**config.mk**
```make
export PLATFORM = sky130hd
export DESIGN_NAME = prod_accum_flat
export DESIGN_NICKNAME = d
export VERILOG_FILES = /design/src/rtl/prod_accum_pkg.sv /design/src/rtl/prod_accum_if.sv /design/src/rtl/prod_accum.sv /design/src/flat_wrapper.sv
export SDC_FILE = /design/constraint.sdc
export NUM_CORES = 1
export LEC_CHECK = 0
export BUFFER_PORTS_ARGS = -buffer_cell sky130_fd_sc_hd__buf_2
export CAP_MARGIN = 15
export CORE_UTILIZATION = 60
export CTS_CLUSTER_DIAMETER = 40
export CTS_CLUSTER_SIZE = 12
export DETAILED_ROUTE_END_ITERATION = 12
export GPL_ROUTABILITY_DRIVEN = 0
export PLACE_DENSITY_LB_ADDON = 0.15
export SLEW_MARGIN = 20
export SYNTH_ARGS = -nofsm -noshare
export SYNTH_HDL_FRONTEND = slang
export SYNTH_SLANG_ARGS = --single-unit
```
**constraint.sdc**
```tcl
create_clock -name clk -period 5.5 [get_ports clk]
set_input_delay 1.375 -clock clk [delete_from_list [all_inputs] [get_ports clk]]
set_output_delay 1.375 -clock clk [all_outputs]
set_load 0.05 [all_outputs]
```
**src/rtl/prod_accum_pkg.sv**
```systemverilog
// prod_accum_pkg: shared widths, defaults, FSM state type and a clog2 helper
// for the product accumulator that sits behind the 8x8 multiplier.
// Optional overflow tracking in prod_accum is enabled by PROD_ACCUM_OVF_EN.
package prod_accum_pkg;

  // Multiplier output width, shared with the multiplier block.
  localparam int PROD_W    = 16;
  // Default products per frame.
  localparam int N_DEF     = 4;
  // Default accumulator / result width.
  localparam int ACC_W_DEF = 20;

  typedef enum logic {
    ACCUM = 1'b0,
    DONE  = 1'b1
  } state_t;

  // Ceiling log2, never less than 1 so a counter always has at least one bit.
  function automatic int clog2_min1(input int v);
    int r;
    r = 0;
    for (int i = 0; i < 31; i++) begin
      if ((1 << i) < v) r = i + 1;
    end
    return (r < 1) ? 1 : r;
  endfunction

endpackage

```
**src/rtl/prod_accum_if.sv**
```systemverilog
// prod_accum_if: product input stream, frame result stream and frame clear.
// slave  = accumulator side, master = multiplier / consumer side.
interface prod_accum_if
  import prod_accum_pkg::*;
#(
  parameter int PW    = PROD_W,
  parameter int ACC_W = ACC_W_DEF
) ();

  logic             clr;
  logic             in_valid;
  logic             in_ready;
  logic [PW-1:0]    in_prod;
  logic             out_valid;
  logic             out_ready;
  logic [ACC_W-1:0] out_sum;
  logic             out_ovf;

  modport slave (
    input  clr, in_valid, in_prod, out_ready,
    output in_ready, out_valid, out_sum, out_ovf
  );

  modport master (
    output clr, in_valid, in_prod, out_ready,
    input  in_ready, out_valid, out_sum, out_ovf
  );

endinterface

```
**src/rtl/prod_accum.sv**
```systemverilog
// prod_accum: sums N accepted products into one frame result and holds it on
// a valid/ready output. The result register doubles as the DONE holding
// buffer; in_ready follows out_ready in DONE so a draining result and the
// first product of the next frame can share a cycle.
// Define PROD_ACCUM_OVF_EN to build the per-frame sticky carry driving out_ovf;
// otherwise out_ovf is tied low. The sum wraps modulo 2^ACC_W either way.
// The bus interface must be instantiated with the same PW / ACC_W.
module prod_accum
  import prod_accum_pkg::*;
#(
  parameter int PW    = PROD_W,
  parameter int N     = N_DEF,
  parameter int ACC_W = ACC_W_DEF
) (
  input logic          clk,
  input logic          rst,
  prod_accum_if.slave  bus
);

  localparam int            CW   = clog2_min1(N);
  localparam logic [CW-1:0] LAST = CW'(N - 1);

  state_t           state, state_n;
  logic [ACC_W-1:0] acc, acc_n;
  logic [CW-1:0]    cnt, cnt_n;
  logic             ov_q, ov_n;
  logic [ACC_W-1:0] sum_q, sum_n;
  logic             rdy;
  logic             accept;
  logic             last;
  logic [ACC_W-1:0] add;

  // Acc is already zero in DONE, so one adder serves both mid-frame and
  // frame-start accepts.
`ifdef PROD_ACCUM_OVF_EN
  localparam int AW1 = ACC_W + 1;
  logic [ACC_W:0] add_full;
  logic           carry;
  logic           ovf, ovf_n;
  logic           oovf_q, oovf_n;

  assign add_full = {1'b0, acc} + AW1'(bus.in_prod);
  assign add      = add_full[ACC_W-1:0];
  assign carry    = add_full[ACC_W];
`else
  assign add      = acc + ACC_W'(bus.in_prod);
`endif

  // clr blocks acceptance; in DONE a product is only taken while the result drains.
  assign rdy    = !bus.clr && ((state == ACCUM) || bus.out_ready);
  assign accept = bus.in_valid && rdy;
  assign last   = (cnt == LAST);

  // Next-state: clr first, then accept (complete or continue), then drain.
  always_comb begin
    state_n = state;
    acc_n   = acc;
    cnt_n   = cnt;
    ov_n    = ov_q;
    sum_n   = sum_q;
`ifdef PROD_ACCUM_OVF_EN
    ovf_n   = ovf;
    oovf_n  = oovf_q;
`endif
    if (bus.clr) begin
      state_n = ACCUM;
      acc_n   = '0;
      cnt_n   = '0;
      ov_n    = 1'b0;
`ifdef PROD_ACCUM_OVF_EN
      ovf_n   = 1'b0;
      oovf_n  = 1'b0;
`endif
    end else if (accept) begin
      if (last) begin
        // Frame complete: publish result and rearm the accumulator.
        state_n = DONE;
        sum_n   = add;
        ov_n    = 1'b1;
        acc_n   = '0;
        cnt_n   = '0;
`ifdef PROD_ACCUM_OVF_EN
        oovf_n  = ovf | carry;
        ovf_n   = 1'b0;
`endif
      end else begin
        // Mid-frame, or first element while the previous result drains.
        state_n = ACCUM;
        ov_n    = 1'b0;
        acc_n   = add;
        cnt_n   = cnt + 1'b1;
`ifdef PROD_ACCUM_OVF_EN
        ovf_n   = ovf | carry;
`endif
      end
    end else if ((state == DONE) && bus.out_ready) begin
      state_n = ACCUM;
      ov_n    = 1'b0;
    end
  end

  // State and datapath registers; rst discards any partial frame at once.
  always_ff @(posedge clk or posedge rst) begin
    if (rst) begin
      state <= ACCUM;
      acc   <= '0;
      cnt   <= '0;
      ov_q  <= 1'b0;
      sum_q <= '0;
    end else begin
      state <= state_n;
      acc   <= acc_n;
      cnt   <= cnt_n;
      ov_q  <= ov_n;
      sum_q <= sum_n;
    end
  end

`ifdef PROD_ACCUM_OVF_EN
  // Sticky frame carry and its published copy.
  always_ff @(posedge clk or posedge rst) begin
    if (rst) begin
      ovf    <= 1'b0;
      oovf_q <= 1'b0;
    end else begin
      ovf    <= ovf_n;
      oovf_q <= oovf_n;
    end
  end

  assign bus.out_ovf = oovf_q;
`else
  assign bus.out_ovf = 1'b0;
`endif

  assign bus.in_ready  = rdy;
  assign bus.out_valid = ov_q;
  assign bus.out_sum   = sum_q;

endmodule

```
**src/flat_wrapper.sv**
```systemverilog
// flat-port wrapper written by rule: the top's interface ports become plain ports
module prod_accum_flat import prod_accum_pkg::*;
#(
  parameter int PW    = PROD_W,
  parameter int N     = N_DEF,
  parameter int ACC_W = ACC_W_DEF
)
  (clk, rst, bus_clr, bus_in_valid, bus_in_prod, bus_out_ready, bus_in_ready, bus_out_valid, bus_out_sum, bus_out_ovf);
  prod_accum_if #(.PW(PW), .ACC_W(ACC_W)) bus_i ();
  input logic clk;
  input logic rst;
  input wire logic [$bits(bus_i.clr)-1:0] bus_clr;
  input wire logic [$bits(bus_i.in_valid)-1:0] bus_in_valid;
  input wire logic [$bits(bus_i.in_prod)-1:0] bus_in_prod;
  input wire logic [$bits(bus_i.out_ready)-1:0] bus_out_ready;
  output wire logic [$bits(bus_i.in_ready)-1:0] bus_in_ready;
  output wire logic [$bits(bus_i.out_valid)-1:0] bus_out_valid;
  output wire logic [$bits(bus_i.out_sum)-1:0] bus_out_sum;
  output wire logic [$bits(bus_i.out_ovf)-1:0] bus_out_ovf;
  assign bus_i.clr = bus_clr;
  assign bus_i.in_valid = bus_in_valid;
  assign bus_i.in_prod = bus_in_prod;
  assign bus_i.out_ready = bus_out_ready;
  assign bus_in_ready = bus_i.in_ready;
  assign bus_out_valid = bus_i.out_valid;
  assign bus_out_sum = bus_i.out_sum;
  assign bus_out_ovf = bus_i.out_ovf;
  prod_accum #(.PW(PW), .N(N), .ACC_W(ACC_W)) u_core (.clk(clk), .rst(rst), .bus(bus_i));
endmodule
```
After elaboration in Yosys (flattened, before gate mapping)
Index checks and enable logic that the tools add are counted.
{"block": "totals", "output_inout_bits": 23, "regBits": 43}
{"block": "classes", "addsub": 2, "reduce_logical": 8, "mux": 10, "eq_ne": 1, "bitwise": 2}
{"op": "$mux 20", "count": 3}
{"op": "$add 20x16->20", "count": 1}
{"op": "$mux 2", "count": 3}
{"op": "$mux 1", "count": 4}
{"op": "$logic_and 1x1->1", "count": 3}
{"op": "$reduce_and 3->1", "count": 1}
{"op": "$reduce_bool 3->1", "count": 1}
{"op": "$add 2x1->2 const B", "count": 1}
{"op": "$eq 2x2->1 const B", "count": 1}
{"op": "$not 1->1", "count": 2}
{"op": "$reduce_bool 2->1", "count": 1}
{"op": "$logic_not 1->1", "count": 1}
{"op": "$logic_or 1x1->1", "count": 1}

Depth between registers and ports, before layout
Gate-level depths: netlist (run 1).
{"block": "logic_depth", "ltp_word": 6, "depth_mapped": 10, "mapped_depth_nobuf": 10}

Worst setup path after synthesis (run 1)
OpenSTA, ideal clock, no wires.
{"block": "synth_path", "path_type": "input to output", "start": "in bus_out_ready", "end": "out bus_in_ready", "t_required_ns": 4.125, "arrival_time_ns": 2.288, "slack_ns": 1.837, "cell_stages": 2, "path_cell_list": "nand2b_1 > nor2b_1"}
{"block": "synth_via", "elab_chain_cells": 2}
{"element": "start, declared", "line": "flat_wrapper.sv:15", "text": "input wire logic [$bits(bus_i.out_ready)-1:0] bus_out_ready;"}
{"element": "$logic_or 1x1->1", "line": "prod_accum.sv:50", "text": "assign rdy = !bus.clr && ((state == ACCUM) || bus.out_ready);"}
{"element": "$logic_and 1x1->1", "line": "prod_accum.sv:50"}
{"element": "end, declared", "line": "flat_wrapper.sv:16", "text": "output wire logic [$bits(bus_i.in_ready)-1:0] bus_in_ready;"}
No other way between the ends.

Worst setup path in the final report (run 1)
Same ends and word-level chain as after synthesis.

==> results of run 1 <==
-- report_power, final --
part           total [mW]  internal (mW)  switching, mW
clock               0.194         0.0869          0.107
sequential          0.396          0.366         0.0301
combinational       0.404          0.139          0.265
-- sequential cells by signal (all words and copies together), names as in the netlist --
register and cells:
u_core.state 1, u_core.acc 20, u_core.cnt 2, u_core.bus.out_sum 20
-- through the flow --
step	std cells	setup slack, ns	area, um2	total power [mW]
5_1_grt	347	1.988	2893	1.053
3_3_place_gp	339	2.004	2809	0.7942
3_5_place_dp	339	1.963	2809	0.8041
4_1_cts	347	2.049	2893	1.002
6_report	347	2.052	2893	0.9929
2_1_floorplan	256	1.837	2587	0.7236
-- path summary, 6_finish.rpt --
kind	start	endpoint	slack (ns)
worst min-delay path	u_core.bus.out_sum[1]	u_core.bus.out_sum[1]	0.48
worst min register to register	u_core.bus.out_sum[1]	u_core.bus.out_sum[1]	0.48
min in group asynchronous	rst	u_core.acc[0]	1.20
worst max register to register	u_core.acc[0]	u_core.bus.out_sum[12]	3.04
worst max-delay path	bus_out_ready	bus_in_ready	2.05
max in group asynchronous	rst	u_core.acc[14]	3.93
-- cell usage after synthesis, drive strengths merged (2+ instances only) --
cell,count,area [um2]
xor2,9,78.83
nand2,24,90.09
o21ai,22,110.1
nor2,14,52.55
xnor2,8,70.07
mux2,12,135.1
nand3,7,35.03
ha,17,212.7
a31oi,2,42.54
a21oi,16,80.08
o2bb2ai,2,17.52
clkbuf,8,40.04
and3,2,12.51
dfrtp,43,1076
buf,5,46.29
o21a,2,15.01
nand4,5,31.28
a21o,10,77.58
a22o,12,105.1
or3,2,13.77
nor2b,5,31.28
inv,6,22.52
nor3,5,25.02
-- worst max-delay path, stage by stage --
cell and delay (ns):
buf_2 0.07, nand2b_1 0.17, nor2b_1 0.18, buf_2 0.28
-- metal layers --
metal | vias up | global-route usage, %
met5 | - | 0
li1 | 1015 | -
met1 | 965 | 32.38
met4 | 0 | 9.840
met2 | 40 | 41.58
met3 | 8 | 5.574
-- area by class of cell --
type | count | share of cell area (%)
Multi-Input combinational cell | 194 | 48.66
Clock inverter | 3 | 0.5190
Sequential cell | 43 | 37.20
Inverter | 6 | 0.7785
Timing Repair Buffer | 46 | 8.304
Clock buffer | 5 | 2.379
Tap cell | 50 | 2.163
-- kinds of logic (layout without fill, tap and decap cells) --
family / after synthesis / in the layout / share of synthesized area, %
AND/OR/NAND/NOR: 68 / 68 / 12.43
other: 1 / 1 / 0.1449
buffers and inverters: 19 / 60 / 4.207
multiplexers: 13 / 13 / 5.609
XOR/XNOR: 17 / 17 / 5.755
flip-flops: 43 / 43 / 41.59
adder cells (fa/ha/maj): 18 / 18 / 8.994
AO/OA/AOI/OAI: 77 / 77 / 21.28
==> impl_metrics.toml, run 1 <==
[run_status]
status = "finished, final reports clean"

[synth]
synth_cells = 256
avgSynthCellArea_um2 = 10.11
postSynth.asyncResetShare_pct = 100.0
synth_flop_cell = "dfrtp_1"
synth-seq-cells = 43
yosysWarnings = 0
syn-num-nets = 295
synth_edf_count = 0
ys_seq_area_share_pct = 41.59
synth.distinct_cells = 47
syn_area_um2 = 2587

[drt]
wl_met3_um = 176
final_antenna_net_count = 0
wl_per_cell_um = 15.05
drt-vias-per-instance = 5.844
drtIter0Drc = 79
finalWirelength_mm = 5.224
drc = 0
top_layer_used = "met4"
met2WireLength_mm = 2.514
vias = 2028
drtPass1Iterations = 4
m1WireLength_mm = 2.453

[setup_path]
critPathCaptureType = "output port"
cp-start-kind = "input pin"
cp_max_fo = 5
worstPathArrival_ns = 2.07
rr_worst_depth = 10
crit_type = "input pin to output port"
cp.required_ns = 4.12

[floorplanning]
rows = 23
core_um2 = 4058
ios = 44
die_h_um = 67.67
die_w_um = 67.67
dieArea_um2 = 4579
initial_core_util_pct = 63.77

[global_route]
antenna_found_initial = 0
grt_pass1_vias = 1871
grt_pass1_wl_mm = 8.514
grt_remaining_overflow = 0
track_usage_pct = 25.42
grt_max_degree = 44

[finish]
drive_gt1_share_pct = 25.25
fillCellCount = 322
register_area_um2 = 1076
fin_util_pct = 71.29
antenna_cells = 0
syn2layout_area_growth_pct = 11.80
final_cell_mix = "dfrtp_1, buf_2, nand2_1"
final_common_cell = "dfrtp_1"
multi_input_area_um2 = 1408
final_net_count = 335

[timing]
layout_min_cycle_time_ns = 3.448
rsz0062_at_grt = "no"
hold_viol_final = 0
maxSlewViolCount = 0
worst_slew_pin_slew_ns = 0.5394
max-slew-margin-rel_pct = 64.04
setup_violations = 0
period_share_pct = 62.69
skew_ns = 0.007771
hold_ws_ns = 0.4757
setup_tns_ns = 0
max_freq_mhz = 290.0

[clock_tree]
post-cts-setup-buffers = 0
cts_buffers = 5
htreeDepth = 2
cts_hold_buffers = 0
worstSkewPairLatency_ns = 0.30
cts.clk_slew.worst_paths_ns = 0.08
clockBufferDepth = 2
clock_tree.root_cell = "clkbuf_8"
cts_tree = "done"
post_cts_resized = 0
numClockSinks = 43

[placement]
dp_hpwl_mm = 3.731
port_buffers = 42

[hold_path]
holdPathStages = 2
hold_path.class = "flop to flop"

[power]
cellPowerDensity_nw_per_um2 = 343.2
ir_drop_mv = 0.2011
p_leak_nw = 1.478

[flow_run]
max_cap_viol_count = 0
(Power assumes the default switching activity.)
==> run 2, diff against run 1 <==
--- a/config.mk
+++ b/config.mk
@@ -5,9 +5,10 @@
 export SDC_FILE = /design/constraint.sdc
 export NUM_CORES = 1
 export LEC_CHECK = 0
+export ABC_AREA = 1
 export BUFFER_PORTS_ARGS = -buffer_cell sky130_fd_sc_hd__buf_2
 export CAP_MARGIN = 15
-export CORE_UTILIZATION = 60
+export CORE_UTILIZATION = 51
 export CTS_CLUSTER_DIAMETER = 40
 export CTS_CLUSTER_SIZE = 12
 export DETAILED_ROUTE_END_ITERATION = 12
==> constraint.sdc (replaced) <==
create_clock -name clk -period 3 [get_ports clk]
set_input_delay 0.75 -clock clk [delete_from_list [all_inputs] [get_ports clk]]
set_output_delay 0.75 -clock clk [all_outputs]
set_load 0.05 [all_outputs]
==> impl_metrics.toml, run 2 <==
[drt]
drtPass1Iterations = 5
met2WireLength_mm = 2.802
wl_per_cell_um = 12.45
drtIter0Drc = 131
m1WireLength_mm = 3.153
top_layer_used = "met4"
finalWirelength_mm = 6.287
final_antenna_net_count = 0
vias = 2543
wl_met3_um = 264
drt-vias-per-instance = 5.036
drc = 0

[clock_tree]
cts.clk_slew.worst_paths_ns = 0.09
clockBufferDepth = 2
worstSkewPairLatency_ns = 0.30
cts_hold_buffers = 0
post-cts-setup-buffers = 0
htreeDepth = 2
cts_tree = "done"
post_cts_resized = 0
numClockSinks = 43
cts_buffers = 5
clock_tree.root_cell = "clkbuf_8"

[setup_path]
cp_cell_sequence = "buf_2 > ha_1 > inv_1 > fa_1 > inv_1 > nand3_1 > nand3_1 > nand2_1 > nand2_1 > nand2_1 > nand2_1 > nand2_1 > nand3_1 > nand2_1"
worstPathArrival_ns = 2.32
cp.required_ns = 3.19
crit_type = "input pin to flop"
cp-start-kind = "input pin"
cp_max_fo = 3
max_stage_delay_ns = 0.40
cp_common_cell = "nand2_1"
crit_slowest_cell = "fa_1"
critPathCaptureType = "flop"

[power]
ir_drop_mv = 0.6023
cellPowerDensity_nw_per_um2 = 693.7
p_comb_share_pct = 46.0
swShare_pct = 45.89
seqPwrFrac_pct = 35.9
p_leak_nw = 1.852
total_power_mw = 2.188
p_clk_share_pct = 18.1
switchingPower_mw = 1.004
p_int_mw = 1.184

[hold_path]
hold_path.class = "input pin to async pin"

[synth]
synth_area_leaders = "dfrtp_1, nand2_1, ha_1"
synth_xor_area_share_pct = 2.188
synth_edf_count = 0
synth-simple-area-share_pct = 36.76
synth_top_area_share_pct = 38.41
synth_compound_area_share_pct = 5.985
synthAdderAreaFrac_pct = 8.307
postSynth.asyncResetShare_pct = 100.0
synth_flop_cell = "dfrtp_1"
yosysMostFrequentCell = "nand2_1"
muxShareOfSynthArea_pct = 0
synth_common_cells = "nand2_1, dfrtp_1, inv_1"
yosysWarnings = 0
synth_top_family_by_area = "simple AND/OR/NAND/NOR gates"
synth_largest_area_cell = "dfrtp_1"
synth-seq-cells = 43
syn_area_um2 = 2801
syn-num-nets = 428
avgSynthCellArea_um2 = 7.202
synth_cells = 389
synth.distinct_cells = 29
ys_seq_area_share_pct = 38.41

[timing]
rsz0062_at_grt = "no"
hold_viol_final = 0
period_share_pct = 70.90
skew_ns = 0.01290
maxSlewViolCount = 0
max-slew-margin-rel_pct = 49.99
hold_ws_ns = 0.4719
setup_tns_ns = 0
worst_slew_pin_slew_ns = 0.7455
layout_min_cycle_time_ns = 2.127
setup_violations = 0
max_freq_mhz = 470.1

[global_route]
track_usage_pct = 23.57
grt_remaining_overflow = 0
grt_pass1_vias = 2470
grt_pass1_wl_mm = 10.96
grt_max_degree = 26
antenna_found_initial = 0

[flow_run]
max_cap_viol_count = 0

[placement]
dp_cells = 497
port_buffers = 42
dp_hpwl_mm = 4.760

[floorplanning]
die_w_um = 76.12
core_um2 = 5205
ios = 44
rows = 26
initial_core_util_pct = 53.82
dieArea_um2 = 5793
die_h_um = 76.12

[finish]
fin_util_pct = 60.60
final_cell_mix = "nand2_1, dfrtp_1, buf_2"
final_cells = 505
final_common_cell = "nand2_1"
antenna_cells = 0
drive_gt1_share_pct = 14.25
syn2layout_area_growth_pct = 12.60
final_net_count = 473

[run_status]
status = "finished, final reports clean"
run 2: changes by cell type after synthesis, moves of 7 or more:
cell / change
nand2_1: +139
inv_1: +33
nand3_1: +29
nor2_1: +13
mux2_2: -12
o21ai_0: -12
a21o_1: -8
a22o_1: -8
nand3b_1: +8
clkbuf_1: -7
run 2: final timing paths:
check	slack, ns	cells past startpoint	end	start
max	0.87	14	u_core.bus.out_sum[16]	bus_in_prod[0]
min reg2reg	0.47	2	u_core.bus.out_sum[0]	u_core.bus.out_sum[0]
max reg2reg	1.02	13	u_core.bus.out_sum[16]	u_core.acc[0]
min in group clk	0.47	2	u_core.bus.out_sum[0]	u_core.bus.out_sum[0]
max in group asynchronous	1.95	3	u_core.bus.out_sum[11]	rst
min	0.47	2	u_core.acc[7]	rst
run 2: final cells by class:
| class | count | area (um2) |
|---|---|---|
| fill | 512 | 2051 |
| multi-input combinational | 296 | 1495 |
| sequential | 43 | 1076 |
| timing repair buffer | 45 | 232.7 |
| inverter | 43 | 163.9 |
| tap | 70 | 87.58 |
| clock buffer | 6 | 82.58 |
| clock inverter | 2 | 16.27 |
run 2: logic make-up after synthesis:
group	count (synthesis)
other	1
AOI/OAI and AO/OA	28
DFF	43
and+or+nand+nor	242
xor gates and xnor gates	7
buffers and inverters	50
adders and majority gates	18
run 2: metrics by stage:
step | cell area, um2 | setup slack, ns
3_5_place_dp | 3055 | 0.5548
5_1_grt | 3154 | 0.7129
3_3_place_gp | 3055 | 0.6274
2_1_floorplan | 2801 | 0.8137
4_1_cts | 3154 | 0.8769
6_report | 3154 | 0.8729
run 2: power by group through the flow:
| stage | Combinational, mW | Clock (mW) | Sequential (mW) |
|---|---|---|---|
| after floorplan | 0.491 | 0 | 1.08 |
| after global placement | 0.993 | 0 | 0.789 |
| after detailed placement | 1.00 | 0 | 0.793 |
| after CTS | 1.01 | 0.407 | 0.785 |
| after global routing | 1.11 | 0.431 | 0.804 |
| final | 1.01 | 0.397 | 0.785 |
run 2: worst max-delay path: cells and delay by family:
family / cells / cell delay [ns]
fa+ha+maj: 2 / 0.57
buf+inv: 3 / 0.26
simple gates: 9 / 0.73
run 2: metal layers:
layer  up-vias  track usage, %
met1      1171           31.54
met2        49           39.27
met4         0           6.346
li1       1315               -
met3         8           4.311
met5         -               0
